<file path="config.mk">
export PLATFORM = sky130hd
export DESIGN_NAME = mem_port_arbiter_flat
export DESIGN_NICKNAME = d
export VERILOG_FILES = /design/src/rtl/mem_port_arbiter_pkg.sv /design/src/rtl/mem_port_arbiter_if.sv /design/src/rtl/arb_prio_sel.sv /design/src/rtl/mem_port_arbiter.sv /design/src/flat_wrapper.sv
export SDC_FILE = /design/constraint.sdc
export NUM_CORES = 1
export LEC_CHECK = 0
export ABC_CLOCK_PERIOD_IN_PS = 3100
export BUFFER_PORTS_ARGS = -buffer_cell sky130_fd_sc_hd__buf_4
export CAP_MARGIN = 10
export CORE_MARGIN = 5
export CORE_UTILIZATION = 27
export DETAILED_ROUTE_END_ITERATION = 12
export GPL_ROUTABILITY_DRIVEN = 0
export PLACE_DENSITY = 0.57
export SYNTH_ARGS = -nofsm -noshare
export SYNTH_HDL_FRONTEND = slang
export SYNTH_SLANG_ARGS = --single-unit
export TNS_END_PERCENT = 10
</file>
<file path="constraint.sdc">
create_clock -name clk -period 3.1 [get_ports clk]
set_input_delay 0.155 -clock clk [delete_from_list [all_inputs] [get_ports clk]]
set_output_delay 0.155 -clock clk [all_outputs]
set_load 0.005 [all_outputs]
</file>
<file path="src/rtl/mem_port_arbiter_pkg.sv">
// mem_port_arbiter_pkg: shared types and default widths for the memory port arbiter
//   state_t : arbiter FSM states
//   gnt_t   : index of each requester within a one-hot grant vector
package mem_port_arbiter_pkg;
    localparam int ADDR_L = 32;
    localparam int DATA_L = 32;
    localparam int LEN_L = 2;
    typedef enum logic [1:0] {
        IDLE = 2'd0,
        BUSY = 2'd1,
        RELEASE = 2'd2
    } state_t;
    typedef enum logic [1:0] {
        GNT_I = 2'd0,
        GNT_R = 2'd1,
        GNT_W = 2'd2
    } gnt_t;
    // Collapse a one-hot grant vector into its requester index.
    function automatic gnt_t gnt_enc(input logic [2:0] oh);
        return oh[GNT_W] ? GNT_W : oh[GNT_R] ? GNT_R : GNT_I;
    endfunction
endpackage

</file>
<file path="src/rtl/mem_port_arbiter_if.sv">
// mem_port_arbiter_if: requester and memory-side signals of the memory port arbiter
//   i_* : fetch read port      (i_re, i_addr, i_len in; i_dout, i_ack out)
//   r_* : MA read port         (r_re, r_addr, r_len in; r_dout, r_ack out)
//   w_* : MA write port        (w_we, w_addr, w_len, w_din in; w_ack out)
//   m_* : memory port          (m_re, m_we, m_addr, m_len, m_dout out; m_din, m_ack in)
//   slave : arbiter view, master : view of the requesters plus memory
interface mem_port_arbiter_if #(
    parameter int ADDR_L = mem_port_arbiter_pkg::ADDR_L,
    parameter int DATA_L = mem_port_arbiter_pkg::DATA_L,
    parameter int LEN_L = mem_port_arbiter_pkg::LEN_L
);
    logic i_re;
    logic [ADDR_L-1:0] i_addr;
    logic [LEN_L-1:0] i_len;
    logic [DATA_L-1:0] i_dout;
    logic i_ack;
    logic r_re;
    logic [ADDR_L-1:0] r_addr;
    logic [LEN_L-1:0] r_len;
    logic [DATA_L-1:0] r_dout;
    logic r_ack;
    logic w_we;
    logic [ADDR_L-1:0] w_addr;
    logic [LEN_L-1:0] w_len;
    logic [DATA_L-1:0] w_din;
    logic w_ack;
    logic m_re;
    logic m_we;
    logic [ADDR_L-1:0] m_addr;
    logic [LEN_L-1:0] m_len;
    logic [DATA_L-1:0] m_dout;
    logic [DATA_L-1:0] m_din;
    logic m_ack;
    modport slave (
        input i_re, i_addr, i_len, output i_dout, i_ack,
        input r_re, r_addr, r_len, output r_dout, r_ack,
        input w_we, w_addr, w_len, w_din, output w_ack,
        output m_re, m_we, m_addr, m_len, m_dout, input m_din, m_ack
    );
    modport master (
        output i_re, i_addr, i_len, input i_dout, i_ack,
        output r_re, r_addr, r_len, input r_dout, r_ack,
        output w_we, w_addr, w_len, w_din, input w_ack,
        input m_re, m_we, m_addr, m_len, m_dout, output m_din, m_ack
    );
endinterface

</file>
<file path="src/rtl/arb_prio_sel.sv">
// arb_prio_sel: fixed-priority W > R > I selector with a starvation override for I
//   i_req, r_req, w_req : requests
//   starve              : I has waited its allowed number of grants
//   gnt                 : one-hot grant, indexed by gnt_t
module arb_prio_sel
    import mem_port_arbiter_pkg::*;
(
    input  logic       i_req,
    input  logic       r_req,
    input  logic       w_req,
    input  logic       starve,
    output logic [2:0] gnt
);
    logic force_i;
    always_comb begin
        force_i = i_req && starve;
        gnt = '0;
        gnt[GNT_W] = w_req && !force_i;
        gnt[GNT_R] = r_req && !w_req && !force_i;
        gnt[GNT_I] = i_req && (force_i || (!w_req && !r_req));
    end
endmodule

</file>
<file path="src/rtl/mem_port_arbiter.sv">
// mem_port_arbiter: shares one memory port between fetch read, MA read and MA write
//   clk : clock, rising edge
//   rst : asynchronous reset, active-low
//   bus : requester and memory signals (mem_port_arbiter_if.slave)
module mem_port_arbiter
    import mem_port_arbiter_pkg::*;
#(
    parameter int STARVE_MAX = 4,
    parameter int CNT_W = 3
) (
    input logic clk,
    input logic rst,
    mem_port_arbiter_if.slave bus
);
    state_t state;
    gnt_t sel;
    logic [CNT_W-1:0] cnt;
    logic [2:0] gnt;
    logic starve;
    assign starve = (cnt == CNT_W'(STARVE_MAX));
    arb_prio_sel u_sel (
        .i_req(bus.i_re),
        .r_req(bus.r_re),
        .w_req(bus.w_we),
        .starve(starve),
        .gnt(gnt)
    );
    always_ff @(posedge clk or negedge rst) begin
        if (!rst) begin
            state <= IDLE;
            sel <= GNT_I;
            cnt <= '0;
            bus.i_ack <= 1'b0;
            bus.r_ack <= 1'b0;
            bus.w_ack <= 1'b0;
            bus.i_dout <= '0;
            bus.r_dout <= '0;
            bus.m_re <= 1'b0;
            bus.m_we <= 1'b0;
            bus.m_addr <= '0;
            bus.m_len <= '0;
            bus.m_dout <= '0;
        end else begin
            bus.i_ack <= 1'b0;
            bus.r_ack <= 1'b0;
            bus.w_ack <= 1'b0;
            case (state)
                IDLE: begin
                    // With i_re high some port always wins, so a non-I grant is an R/W grant made while I waits.
                    if (!bus.i_re || gnt[GNT_I]) cnt <= '0;
                    else if (!starve) cnt <= cnt + 1'b1;
                    if (|gnt) begin
                        sel <= gnt_enc(gnt);
                        state <= BUSY;
                        bus.m_re <= !gnt[GNT_W];
                        bus.m_we <= gnt[GNT_W];
                        bus.m_addr <= gnt[GNT_W] ? bus.w_addr : gnt[GNT_R] ? bus.r_addr : bus.i_addr;
                        bus.m_len <= gnt[GNT_W] ? bus.w_len : gnt[GNT_R] ? bus.r_len : bus.i_len;
                        if (gnt[GNT_W]) bus.m_dout <= bus.w_din;
                    end
                end
                BUSY: begin
                    if (bus.m_ack) begin
                        bus.m_re <= 1'b0;
                        bus.m_we <= 1'b0;
                        bus.i_ack <= (sel == GNT_I);
                        bus.r_ack <= (sel == GNT_R);
                        bus.w_ack <= (sel == GNT_W);
                        if (sel == GNT_I) bus.i_dout <= bus.m_din;
                        if (sel == GNT_R) bus.r_dout <= bus.m_din;
                        state <= RELEASE;
                    end
                end
                // RELEASE: one cycle with no grant so the acked requester can drop its request.
                default: state <= IDLE;
            endcase
        end
    end
endmodule

</file>
<file path="src/flat_wrapper.sv">
// flat-port wrapper written by rule: the top's interface ports become plain ports
module mem_port_arbiter_flat import mem_port_arbiter_pkg::*;
#(
    parameter int STARVE_MAX = 4,
    parameter int CNT_W = 3
)
  (clk, rst, bus_i_re, bus_i_addr, bus_i_len, bus_i_dout, bus_i_ack, bus_r_re, bus_r_addr, bus_r_len, bus_r_dout, bus_r_ack, bus_w_we, bus_w_addr, bus_w_len, bus_w_din, bus_w_ack, bus_m_re, bus_m_we, bus_m_addr, bus_m_len, bus_m_dout, bus_m_din, bus_m_ack);
  mem_port_arbiter_if #(.ADDR_L(ADDR_L), .DATA_L(DATA_L), .LEN_L(LEN_L)) bus_i ();
  input logic clk;
  input logic rst;
  input wire logic [$bits(bus_i.i_re)-1:0] bus_i_re;
  input wire logic [$bits(bus_i.i_addr)-1:0] bus_i_addr;
  input wire logic [$bits(bus_i.i_len)-1:0] bus_i_len;
  output wire logic [$bits(bus_i.i_dout)-1:0] bus_i_dout;
  output wire logic [$bits(bus_i.i_ack)-1:0] bus_i_ack;
  input wire logic [$bits(bus_i.r_re)-1:0] bus_r_re;
  input wire logic [$bits(bus_i.r_addr)-1:0] bus_r_addr;
  input wire logic [$bits(bus_i.r_len)-1:0] bus_r_len;
  output wire logic [$bits(bus_i.r_dout)-1:0] bus_r_dout;
  output wire logic [$bits(bus_i.r_ack)-1:0] bus_r_ack;
  input wire logic [$bits(bus_i.w_we)-1:0] bus_w_we;
  input wire logic [$bits(bus_i.w_addr)-1:0] bus_w_addr;
  input wire logic [$bits(bus_i.w_len)-1:0] bus_w_len;
  input wire logic [$bits(bus_i.w_din)-1:0] bus_w_din;
  output wire logic [$bits(bus_i.w_ack)-1:0] bus_w_ack;
  output wire logic [$bits(bus_i.m_re)-1:0] bus_m_re;
  output wire logic [$bits(bus_i.m_we)-1:0] bus_m_we;
  output wire logic [$bits(bus_i.m_addr)-1:0] bus_m_addr;
  output wire logic [$bits(bus_i.m_len)-1:0] bus_m_len;
  output wire logic [$bits(bus_i.m_dout)-1:0] bus_m_dout;
  input wire logic [$bits(bus_i.m_din)-1:0] bus_m_din;
  input wire logic [$bits(bus_i.m_ack)-1:0] bus_m_ack;
  assign bus_i.i_re = bus_i_re;
  assign bus_i.i_addr = bus_i_addr;
  assign bus_i.i_len = bus_i_len;
  assign bus_i_dout = bus_i.i_dout;
  assign bus_i_ack = bus_i.i_ack;
  assign bus_i.r_re = bus_r_re;
  assign bus_i.r_addr = bus_r_addr;
  assign bus_i.r_len = bus_r_len;
  assign bus_r_dout = bus_i.r_dout;
  assign bus_r_ack = bus_i.r_ack;
  assign bus_i.w_we = bus_w_we;
  assign bus_i.w_addr = bus_w_addr;
  assign bus_i.w_len = bus_w_len;
  assign bus_i.w_din = bus_w_din;
  assign bus_w_ack = bus_i.w_ack;
  assign bus_m_re = bus_i.m_re;
  assign bus_m_we = bus_i.m_we;
  assign bus_m_addr = bus_i.m_addr;
  assign bus_m_len = bus_i.m_len;
  assign bus_m_dout = bus_i.m_dout;
  assign bus_i.m_din = bus_m_din;
  assign bus_i.m_ack = bus_m_ack;
  mem_port_arbiter #(.STARVE_MAX(STARVE_MAX), .CNT_W(CNT_W)) u_core (.clk(clk), .rst(rst), .bus(bus_i));
endmodule
</file>
# After elaboration in Yosys (flattened, before gate mapping)
# Cells that the tools add are included.
# classes
addsub	1
eq_ne	7
muxes	22
n_reduce_logical	24
# op_table
operator	n
$mux 32	2
$reduce_and 3->1	4
$mux 1	10
$mux 2	5
$logic_and 1x1->1	6
$mux 3	2
$reduce_and 2->1	3
$logic_not 1->1	5
$eq 2x1->1 const B	2
$logic_not 2->1	2
$ne 2x1->1 const B	2
$pmux 1 s2	2
$pmux 2 s2	1
$add 3x1->3 const B	1
$eq 3x3->1 const B	1
$reduce_or 3->1	1
$eq 2x2->1 const B	1
$logic_or 1x1->1	2
$ne 2x2->1 const B	1
$reduce_bool 2->1	1
# totals
regBits	142
input_bits	172
out_inout_bits	135
elab_cells	67

# Logic depth before layout (Yosys ltp)
# logic_depth
ltp_word	7
ltp_mapped	9
depth_no_buf	6

# Modules after synthesis
# From an unflattened synthesis, not the netlist that was laid out.
# unflattened
cells_unflattened	445
hier_area_um2	6281.0
# modules_own_cells
mod	n_inst	cells_per_inst	area_per_inst_um2	seq_area_each_um2
mem_port_arbiter	1	440	6242.2	3553.4
arb_prio_sel	1	5	38.8	0.0

# Least setup slack after synthesis
# OpenSTA, ideal clock, no wires.
# synth_path
path_kind	register to register
from	reg u_core.cnt[0]
to	reg u_core.bus.m_addr[0]
setup_ps	83
arrival_ps	1488
required_time_ps	3017
setup_slack_ps	1529
path_stages_with_launch	10
path_buffers	3
period_less_slack_ps	1571
path_cell_list	dfrtp_1 > inv_1 > ha_1 > and3_1 > buf_2 > buf_4 > buf_2 > nor2_1 > o22ai_1 > o21ai_0
# synth_via
elab_chain_len	6
elab_cells_between_ends	11
cone_classes	eq/ne (1); mux (2); reduce/logical (8)
# synth_lines
item	line_no	rtl
from (decl)	mem_port_arbiter.sv:17	logic [CNT_W-1:0] cnt;
from (signal assigned)	mem_port_arbiter.sv:51	else if (!starve) cnt <= cnt + 1'b1;
$eq 3x3->1 *	mem_port_arbiter.sv:20	assign starve = (cnt == CNT_W'(STARVE_MAX));
$logic_and 1x1->1 *	arb_prio_sel.sv:16	force_i = i_req && starve;
$logic_or 1x1->1 or $logic_not 1->1 (tied branches)	arb_prio_sel.sv:20, arb_prio_sel.sv:18, arb_prio_sel.sv:19	
$logic_and 1x1->1 (on tied branches)	arb_prio_sel.sv:20, arb_prio_sel.sv:18, arb_prio_sel.sv:19	
$reduce_or 3->1 or $mux 32 (tied branches)	mem_port_arbiter.sv:52, mem_port_arbiter.sv:57	
$reduce_and 2->1 (no source line) or $mux 32 (tied branches)	n/a	
to (signal assigned)	mem_port_arbiter.sv:57	bus.m_addr <= gnt[GNT_W] ? bus.w_addr : gnt[GNT_R] ? bus.r_addr : bus.i_addr;
to (decl)	mem_port_arbiter_if.sv:38	output m_re, m_we, m_addr, m_len, m_dout, input m_din, m_ack
# Mark *: on every way between the ends. The rest lies on a longest branch, timed or not.
# A chain may end at the register's enable or synchronous reset.

# Worst setup path in the final report
# layout_path
from	reg u_core.cnt[0]
to	reg u_core.bus.m_dout[14]
# layout_via
elab_chain_len	6
elab_cells_between_ends	9
cone_classes	eq/ne (1); reduce/logical (8)
# layout_lines
item	line_no	rtl
$eq 3x3->1 *	mem_port_arbiter.sv:20	
$logic_and 1x1->1 *	arb_prio_sel.sv:16	
$logic_or 1x1->1 or $logic_not 1->1 (tied branches)	arb_prio_sel.sv:20, arb_prio_sel.sv:18, arb_prio_sel.sv:19	
$logic_and 1x1->1 (on tied branches)	arb_prio_sel.sv:20, arb_prio_sel.sv:18, arb_prio_sel.sv:19	
$reduce_or 3->1	mem_port_arbiter.sv:52	if (|gnt) begin
$reduce_and 3->1 (no source line) *	n/a	
to (signal assigned)	mem_port_arbiter.sv:59	if (gnt[GNT_W]) bus.m_dout <= bus.w_din;
to (decl)	mem_port_arbiter_if.sv:38	
# Marked as above.

==> results.sh <==
export IMPL_status="completed"
export IMPL_cts_resized=0
export IMPL_power_density_nw_per_um2=891
export IMPL_crit_type="reg -> reg"
export IMPL_stdcell_count=1176
export IMPL_cp_cell_sequence="inv_1 -> ha_1 -> nand3_1 -> nand3_2 -> mux2_2"
export IMPL_post_drt_wl_per_cell_um=17.1
export IMPL_htree_levels=4
export IMPL_fillers=2129
export IMPL_power_mw=8.94
export IMPL_critical_path_max_stage_delay_ps=670
export IMPL_finalClockSkew_ps=14.4
export IMPL_syn2layout_area_growth_pct=61.7
export IMPL_postSynth_asyncResetShare_pct=100
export IMPL_switching_share_pct=31.1
export IMPL_ys_warn_count=0
export IMPL_placedCellCount=1078
export IMPL_grt_usage_pct=15.1
export IMPL_peakVddDrop_mv=0.312
export IMPL_worstPathMaxFanout=34
export IMPL_p_leak_nw=4.78
export IMPL_synthFlopType="dfrtp_1"
export IMPL_grt_max_degree=59
export IMPL_avgSynthCellArea_sq_um=11.9
export IMPL_fin_crit_sh_pct=68.6
export IMPL_arrival_ps=2420
export IMPL_clkSinkCount=142
export IMPL_dieArea_sq_um=26100
export IMPL_cap_violations=0
export IMPL_clkTransAtPathRegs_ps=70
export IMPL_critPathLaunchType="flip-flop"
export IMPL_setup_violations_final=0
export IMPL_layout_min_cycle_time_ps=2130
export IMPL_cts_setup_buffers=0
export IMPL_p_int_mw=6.16
export IMPL_power_switching_mw=2.78
export IMPL_synth_ff_latch_count=142
export IMPL_grt_overflow_total=0
export IMPL_place_hpwl_um=14500
export IMPL_grt_pass1_vias=5489
export IMPL_via_count=5299
export IMPL_finalHoldViolCount=0
export IMPL_tritoncts="yes"
export IMPL_clockBufferDepth=2
export IMPL_grt_pass1_wl_um=31100
export IMPL_die_y_um=162
export IMPL_rsz0062_at_grt="false"
export IMPL_synth_cells=521
export IMPL_final_common_cell="buf_4"
export IMPL_yosysUniqueCellTypes=35
export IMPL_cts_buffers=17
export IMPL_final_area_sq_um=10000
export IMPL_final_cell_mix="308 x buf_4, 142 x dfrtp_1, 83 x mux2_2"
export IMPL_mappedNetlistArea_sq_um=6210
export IMPL_finalMaxSlewViolations=0
export IMPL_antenna_found_initial=0
export IMPL_clkPwrFrac_pct=24.8
export IMPL_antenna_cells=0
export IMPL_cp_required_ps=3390
export IMPL_fp_dieW_um=162
export IMPL_numPortBuffers=306
export IMPL_drt_total_wl_um=20200
export IMPL_fin_nets=1052
export IMPL_first_pass_iters=4
export IMPL_combPwrFrac_pct=38.7
export IMPL_rows=55
export IMPL_synth_nets=695
export IMPL_vias_per_cell=4.51
export IMPL_yosysSeqAreaShare_pct=57.2
export IMPL_core_region_area_sq_um=22600
export IMPL_cts_root_buf="clkbuf_16"
export IMPL_placed_cell_area_sq_um=8740
export IMPL_antenna_left=0
export IMPL_drive_above_1_share_pct=49.7
export IMPL_seqPwrFrac_pct=36.5
export IMPL_critPathCaptureType="flip-flop"
export IMPL_maxSlewHeadroom_pct=39.7
export IMPL_critPathTopFamily="simple AND/OR/NAND/NOR gates"
export IMPL_whs_ps=34.1
export IMPL_fmax_mhz=471
export IMPL_synth_edf_count=0
export IMPL_io_pins=307
export IMPL_worst_slew_pin_slew_ps=901
export IMPL_slowest_stage="nand3_2"
export IMPL_first_iter_violations=199
export IMPL_drcViolationCount=0
export IMPL_hold_class="in -> reg"
export IMPL_initial_core_util_pct=27.4
export IMPL_setup_tns_final_ps=0
export IMPL_clk_insertion_delay_late_ps=410
export IMPL_cp_num_buf_inv=1
[cell type report]
class	count	area, sq um	area share, %
Clock inverter	15	214	2.13
Inverter	5	18.8	0.187
Multi-Input combinational cell	334	2420	24.2
Tap cell	285	357	3.55
Clock buffer	17	425	4.24
Sequential cell	142	3550	35.4
Timing Repair Buffer	378	3040	30.3
[stage by stage]
stage          setup slack (ps)  util, %
2_1_floorplan              1530        -
3_3_place_gp                937     38.6
3_5_place_dp                903     38.6
4_1_cts                     902     44.3
5_1_grt                     819     44.3
6_report                    975     44.3
[power groups by stage]
stage               clock network [mW]  registers, mW  logic, mW
finish                            2.22           3.27       3.46
global route                      2.38           3.39       3.78
CTS                               2.31           3.27       3.53
detailed placement                   0           3.30       3.47
global placement                     0           3.27       3.43
floorplan                            0           3.33       1.42
[repair_timing]
action                                 in CTS  in global routing
endpoints found under the hold margin     152                  0
hold buffers                               66                  0
setup endpoints to repair                   0                  0
[cell families (layout without fill, tap and decap cells)]
family                     count (synthesis)  in the layout  synth area share, %
muxes                                     96             96                 17.8
adders and majority gates                  2              2                0.403
and+or+nand+nor                           89             89                 6.49
AOI/OAI and AO/OA                        147            147                 14.2
buffers and inverters                     45            415                 3.89
DFF                                      142            142                 57.2
[per-layer routing]
layer | GRT usage [%] | part of all wire, %
met3 | 5.28 | 8.3
met4 | 4.27 | 0.97
met1 | 19.2 | 44
met2 | 24.5 | 47
met5 | 0 | 0
[state kept, by name, indices dropped and copies added (netlist names)]
register           cells
u_core.bus.i_dout     32
u_core.bus.m_addr     32
u_core.bus.m_dout     32
u_core.bus.r_dout     32
u_core.cnt             3
u_core.bus.m_len       2
u_core.sel             2
u_core.state           2
u_core.bus.i_ack       1
u_core.bus.m_re        1
u_core.bus.m_we        1
u_core.bus.r_ack       1
u_core.bus.w_ack       1
[synth_stat cells, types with 2 or more instances]
library cell	count	share of area, %
dfrtp_1	142	57
o21a_1	34	4.1
nand2_1	41	2.5
o21ai_0	37	3.0
nand3_1	2	0.16
clkbuf_1	14	0.85
ha_1	2	0.40
inv_1	5	0.30
mux2_4	6	1.5
buf_6	6	1.1
nor2_1	34	2.1
a21oi_1	36	2.9
mux2_1	7	1.3
buf_2	16	1.3
buf_4	2	0.24
o22ai_1	35	3.5
buf_1	2	0.12
mux2_2	83	15
[tightest hold or removal path, stage by stage]
cell and delay, ps:
buf_4 80, o22ai_1 70, o21ai_1 100
[final timing paths]
path	depth (start not counted)	endpoint	slack, ps	from
worst max-delay path	5	u_core.bus.m_dout[14]	970	u_core.cnt[0]
worst min-delay path	3	u_core.bus.m_addr[5]	30	bus_w_addr[5]
worst max register to register	5	u_core.bus.m_dout[14]	970	u_core.cnt[0]
worst min register to register	2	u_core.bus.m_len[1]	480	u_core.bus.m_len[1]
max in group asynchronous	3	u_core.bus.r_dout[13]	1940	rst
min in group asynchronous	2	u_core.bus.r_dout[21]	280	rst
No activity file was read; power rests on OpenSTA's default activity.
